## config.mk

```make
export PLATFORM = sky130hd
export DESIGN_NAME = id_exe_pipe_reg
export DESIGN_NICKNAME = d
export VERILOG_FILES = /design/src/rtl/id_exe_pipe_reg.sv
export SDC_FILE = /design/constraint.sdc
export NUM_CORES = 1
export LEC_CHECK = 0
export CORE_MARGIN = 1
export CORE_UTILIZATION = 28
export DETAILED_ROUTE_END_ITERATION = 10
export HOLD_SLACK_MARGIN = 0.03
export PLACE_DENSITY = 0.66
export SLEW_MARGIN = 20
export SYNTH_ARGS = -nofsm -noshare
export SYNTH_HDL_FRONTEND = slang
export SYNTH_SLANG_ARGS = --single-unit
```

## constraint.sdc

```tcl
create_clock -name clk -period 1.9 [get_ports clk]
set_input_delay 0.19 -clock clk [delete_from_list [all_inputs] [get_ports clk]]
set_output_delay 0.19 -clock clk [all_outputs]
set_load 0.01 [all_outputs]
```

## src/rtl/id_exe_pipe_reg.sv

```systemverilog
// -----------------------------------------------------------------------------
// id_exe_pipe_reg
//
// ID->EXE pipeline register of the 5-stage ARM core. Every rising edge it
// captures the decoded control bits, register operands and shifter operand
// produced by ID and presents them to EXE (operand-2 generator, ALU, branch
// adder, forwarding unit).
//
// Stage movement (no valid/ready handshake; the hazard unit drives
// freeze/flush and this register obeys them):
//   rst == 0            : asynchronous clear of every output, immediate.
//   flush == 1          : a bubble is written (overrides freeze).
//   freeze == 1         : every output holds, bubble counter holds.
//   otherwise           : id_* is loaded; an invalid ID slot (id_valid == 0)
//                         is written as a bubble, exactly like a flush.
// A bubble clears the control bits AND zeroes the datapath fields, so the
// forwarding unit can never match a register index carried by a bubble.
//
// Ports
//   clk, rst            clock, asynchronous active-low reset
//   freeze, flush       hazard stall / branch-taken kill
//   id_*                decoded instruction fields from ID
//   exe_*               registered copies of the id_* fields
//   exe_bubbles         saturating count of bubbles written since reset
//
// All fields pass bit-exact; sign extension of shift_op / imm24 happens in EXE.
// Every output comes straight from a flop: no input-to-output comb path.
// -----------------------------------------------------------------------------
module id_exe_pipe_reg #(
  parameter int WORD  = 32,
  parameter int RADDR = 4,
  parameter int CMD_W = 4
) (
  input  logic             clk,
  input  logic             rst,
  input  logic             freeze,
  input  logic             flush,
  input  logic             id_valid,
  input  logic [WORD-1:0]  id_pc,
  input  logic             id_wb_en,
  input  logic             id_mem_r_en,
  input  logic             id_mem_w_en,
  input  logic             id_b,
  input  logic             id_s,
  input  logic [CMD_W-1:0] id_exe_cmd,
  input  logic [WORD-1:0]  id_val_rn,
  input  logic [WORD-1:0]  id_val_rm,
  input  logic             id_imm,
  input  logic [11:0]      id_shift_op,
  input  logic [23:0]      id_imm24,
  input  logic [RADDR-1:0] id_dest,
  input  logic [RADDR-1:0] id_src1,
  input  logic [RADDR-1:0] id_src2,
  input  logic [3:0]       id_sr,
  output logic             exe_valid,
  output logic [WORD-1:0]  exe_pc,
  output logic             exe_wb_en,
  output logic             exe_mem_r_en,
  output logic             exe_mem_w_en,
  output logic             exe_b,
  output logic             exe_s,
  output logic [CMD_W-1:0] exe_exe_cmd,
  output logic [WORD-1:0]  exe_val_rn,
  output logic [WORD-1:0]  exe_val_rm,
  output logic             exe_imm,
  output logic [11:0]      exe_shift_op,
  output logic [23:0]      exe_imm24,
  output logic [RADDR-1:0] exe_dest,
  output logic [RADDR-1:0] exe_src1,
  output logic [RADDR-1:0] exe_src2,
  output logic [3:0]       exe_sr,
  output logic [7:0]       exe_bubbles
);

  // One bundle for the whole stage so reset and bubble clear every field
  // with a single assignment and no field can be forgotten.
  typedef struct packed {
    logic             valid;
    logic [WORD-1:0]  pc;
    logic             wb_en;
    logic             mem_r_en;
    logic             mem_w_en;
    logic             b;
    logic             s;
    logic [CMD_W-1:0] exe_cmd;
    logic [WORD-1:0]  val_rn;
    logic [WORD-1:0]  val_rm;
    logic             imm;
    logic [11:0]      shift_op;
    logic [23:0]      imm24;
    logic [RADDR-1:0] dest;
    logic [RADDR-1:0] src1;
    logic [RADDR-1:0] src2;
    logic [3:0]       sr;
  } stage_t;

  stage_t stage_d;
  stage_t stage_q;
  logic   advance;      // the register is written this edge
  logic   take_bubble;  // what gets written is a bubble
  logic [7:0] bubbles_q;

  always_comb begin
    stage_d          = '0;
    stage_d.valid    = id_valid;
    stage_d.pc       = id_pc;
    stage_d.wb_en    = id_wb_en;
    stage_d.mem_r_en = id_mem_r_en;
    stage_d.mem_w_en = id_mem_w_en;
    stage_d.b        = id_b;
    stage_d.s        = id_s;
    stage_d.exe_cmd  = id_exe_cmd;
    stage_d.val_rn   = id_val_rn;
    stage_d.val_rm   = id_val_rm;
    stage_d.imm      = id_imm;
    stage_d.shift_op = id_shift_op;
    stage_d.imm24    = id_imm24;
    stage_d.dest     = id_dest;
    stage_d.src1     = id_src1;
    stage_d.src2     = id_src2;
    stage_d.sr       = id_sr;
  end

  // Flush beats freeze; an invalid slot only becomes a bubble when the
  // register actually advances (a frozen invalid slot is just held).
  always_comb begin
    advance     = flush | ~freeze;
    take_bubble = flush | (~freeze & ~id_valid);
  end

  always_ff @(posedge clk or negedge rst) begin
    if (!rst) begin
      stage_q <= '0;
    end else if (advance) begin
      if (take_bubble) begin
        stage_q <= '0;
      end else begin
        stage_q <= stage_d;
      end
    end
  end

  // Saturating bubble counter: sticks at 8'hFF so a long flush storm never
  // wraps back to a small number.
  always_ff @(posedge clk or negedge rst) begin
    if (!rst) begin
      bubbles_q <= 8'd0;
    end else if (advance && take_bubble && (bubbles_q != 8'hFF)) begin
      bubbles_q <= bubbles_q + 8'd1;
    end
  end

  assign exe_valid    = stage_q.valid;
  assign exe_pc       = stage_q.pc;
  assign exe_wb_en    = stage_q.wb_en;
  assign exe_mem_r_en = stage_q.mem_r_en;
  assign exe_mem_w_en = stage_q.mem_w_en;
  assign exe_b        = stage_q.b;
  assign exe_s        = stage_q.s;
  assign exe_exe_cmd  = stage_q.exe_cmd;
  assign exe_val_rn   = stage_q.val_rn;
  assign exe_val_rm   = stage_q.val_rm;
  assign exe_imm      = stage_q.imm;
  assign exe_shift_op = stage_q.shift_op;
  assign exe_imm24    = stage_q.imm24;
  assign exe_dest     = stage_q.dest;
  assign exe_src1     = stage_q.src1;
  assign exe_src2     = stage_q.src2;
  assign exe_sr       = stage_q.sr;
  assign exe_bubbles  = bubbles_q;

endmodule

```

==> results of run 1 <==
[layer usage]
layer  routed length (um)  GRT usage
met4                  433     0.0722
met2                 8640      0.258
met3                 1130     0.0399
met1                 7290      0.196
met5                    0          0
[critical path: cells and delay by family, from the launching register on]
family	cells	cell delay, ns
AO/OA/AOI/OAI	1	0.36
adder cells (fa/ha/maj)	1	0.25
flip-flops	1	0.44
multiplexers	1	0.38
AND/OR/NAND/NOR	1	0.14
[report_power, final]
| group | switching, mW | internal, mW | total (mW) | leakage [nW] |
|---|---|---|---|---|
| clock network | 1.44 | 1.87 | 3.31 | 0.271 |
| registers | 0.189 | 3.76 | 3.95 | 2.26 |
| logic | 0.575 | 0.878 | 1.45 | 2.00 |
[cell type report]
cell class                      count  area (um2)
Multi-Input combinational cell    191        1640
Clock inverter                     12         120
Clock buffer                       20         447
Tap cell                          275         344
Fill cell                        1821       10700
Sequential cell                   167        4180
Inverter                            2        7.51
Timing Repair Buffer              350        3570
[cell families (layout without fill, tap and decap cells)]
family                     count (synthesis)  after routing  share of synthesized area
DFF                                      167            167                      0.697
AOI/OAI and AO/OA                        167            167                      0.243
buffers and inverters                     37            384                     0.0325
and+or+nand+nor                           17             17                     0.0154
xor gates and xnor gates                   1              1                    0.00146
adders and majority gates                  1              1                    0.00209
muxes                                      5              5                    0.00918
[per-stage QoR]
stage | hold WS [ns] | area, um2
3_3_place_gp | 0.147 | 9730
6_report | 0.295 | 10300
2_1_floorplan | -0.106 | 6000
5_1_grt | 0.291 | 10300
4_1_cts | 0.266 | 10300
3_5_place_dp | 0.152 | 9730
[state kept, by name, summed over array words and instances, names as in the netlist, 8 cells and up]
signal        cells
exe_val_rm       32
exe_bubbles       8
exe_shift_op     12
exe_val_rn       32
exe_imm24        24
exe_pc           32
[final timing paths]
check / depth (start not counted) / slack (ns) / start / end
max: 4 / 0.21 / exe_bubbles[0] / exe_bubbles[1]
min: 2 / 0.30 / rst / exe_val_rm[16]
max reg2reg: 4 / 0.21 / exe_bubbles[0] / exe_bubbles[1]
min reg2reg: 1 / 0.50 / exe_pc[16] / exe_pc[16]
max in group asynchronous: 3 / 1.00 / rst / exe_shift_op[4]
min in group clk: 2 / 0.37 / id_val_rn[12] / exe_val_rn[12]
[repair_timing]
action | CTS | global route
setup buffers | 0 | 0
endpoints found under the hold margin | 40 | 0
hold buffers | 1 | 0
[synthesized netlist by cell type]
master,number
a21oi_1,3
a22o_1,158
a41oi_1,1
buf_2,27
buf_4,2
buf_6,2
clkbuf_1,4
dfrtp_1,167
ha_1,1
inv_1,2
mux2_2,4
mux2i_1,1
nand2_1,4
nand3_1,3
nand4_1,1
nor2_1,2
nor2b_1,1
nor3_1,2
nor3b_1,1
nor3b_2,1
nor4_1,1
o2111a_1,1
o21ba_2,1
o21bai_1,1
o31ai_1,1
o31ai_2,1
or3_1,1
xnor2_1,1
==> run metrics, run 1 <==
status=completed; count of final max-slew check failures=0; Clock Path Buffers=2; die area=0.0220 mm2; Syn Area/Cell=15.2 um2; CTS tree=built; pre-CTS setup slack=0.105 ns; Starting Density=0.285; Antenna diodes=0; post-CTS sizing=0; Worst Path Class, Setup=flip-flop to flip-flop; RSZ-0062 raised after global routing=no; DRT iter0 DRCs=180; leakage=4.53 nW; most frequent cells in the layout=clkdlybuf4s50_1, dfrtp_1, a22o_1; Worst setup EP type=flip-flop; Layout area overhead=71.7%; Final GP Congestion=0.790; IO Port Bufs=329; H-tree levels=4; DR vias=4832; layout cells sized above 1=0.0795; Post-Synthesis Cells=395; syn nets=559; die height=148 um; # nets final=893; Core Area=0.0210 mm2; post-layout util=0.490; top cells by area, synth=dfrtp_1, a22o_1, buf_2, mux2_2, buf_6; total CTS buffers=17; Rel. slew slack=0.682; critical-path cell list=ha_1 -> nand2_1 -> o31ai_2 -> mux2_2; final setup fails=0; Critical-path top delay cell=dfrtp_1; DR WL/cell=17.2 um; WP data arrival=1.99 ns; flops & latches, synth=167; DR DRC count=0; VDD IR max=449 uV; Post-Place Cells=984; Total Power=8.71 mW; most common cell after layout, fill and taps aside=clkdlybuf4s50_1; startpoint types=flip-flop; share of the synthesized area in the top cell type=0.697; pin count of the biggest net entering global routing=75; Seq/Total Area, Yosys=0.697; Tcrit/Tclk final=0.889; PnR worst setup slack=0.211 ns; MaxCap Viol Count=0; DIE WIDTH=148 um; vias per cell=4.75; clock-pin slew on the worst setup and hold paths=0.06 ns; Ports=330; clk root buf=clkbuf_16; WP data required=2.20 ns; minimum clock period=1.69 ns; DRT Pass-1 Iters=4; final wirelength=17500 um; vias in the first global route=5017; post-synth cell types=28; global-route wire length before repair=27000 um; Worst Hold Class=input pin to async pin; number of clock sinks=167; Cell Rows=53; Hold Fails Final Rpt=0; Synth area leader=dfrtp_1; hpwl dp=12600 um; Max Freq=0.592 GHz; Worst Skew=0.00199 ns; Post-Syn Area=0.00600 mm2; grt ovf=0; setup TNS=0 ns; antenna-violating nets left=0; synth warn=0; GRT Total Usage=0.158; critical path fanouts, max=5; initial antenna violation count=0; worst slew pin tran=0.475 ns; final std cells w/o fill=1017; Clock Latency Late Sink=0.41 ns; pwr dens=846 mW/mm2; slowest stage delay, CP=0.44 ns
No activity file was read; power rests on OpenSTA's default activity.
==> inputs of run 2 (changes only) <==
--- a/config.mk
+++ b/config.mk
@@ -7,6 +7,7 @@
 export LEC_CHECK = 0
 export CORE_MARGIN = 1
 export CORE_UTILIZATION = 28
+export CTS_CLUSTER_DIAMETER = 30
 export DETAILED_ROUTE_END_ITERATION = 10
 export HOLD_SLACK_MARGIN = 0.03
 export PLACE_DENSITY = 0.66
==> results of run 2 <==
Final layout, timing and power as in run 1 (identical DEF).
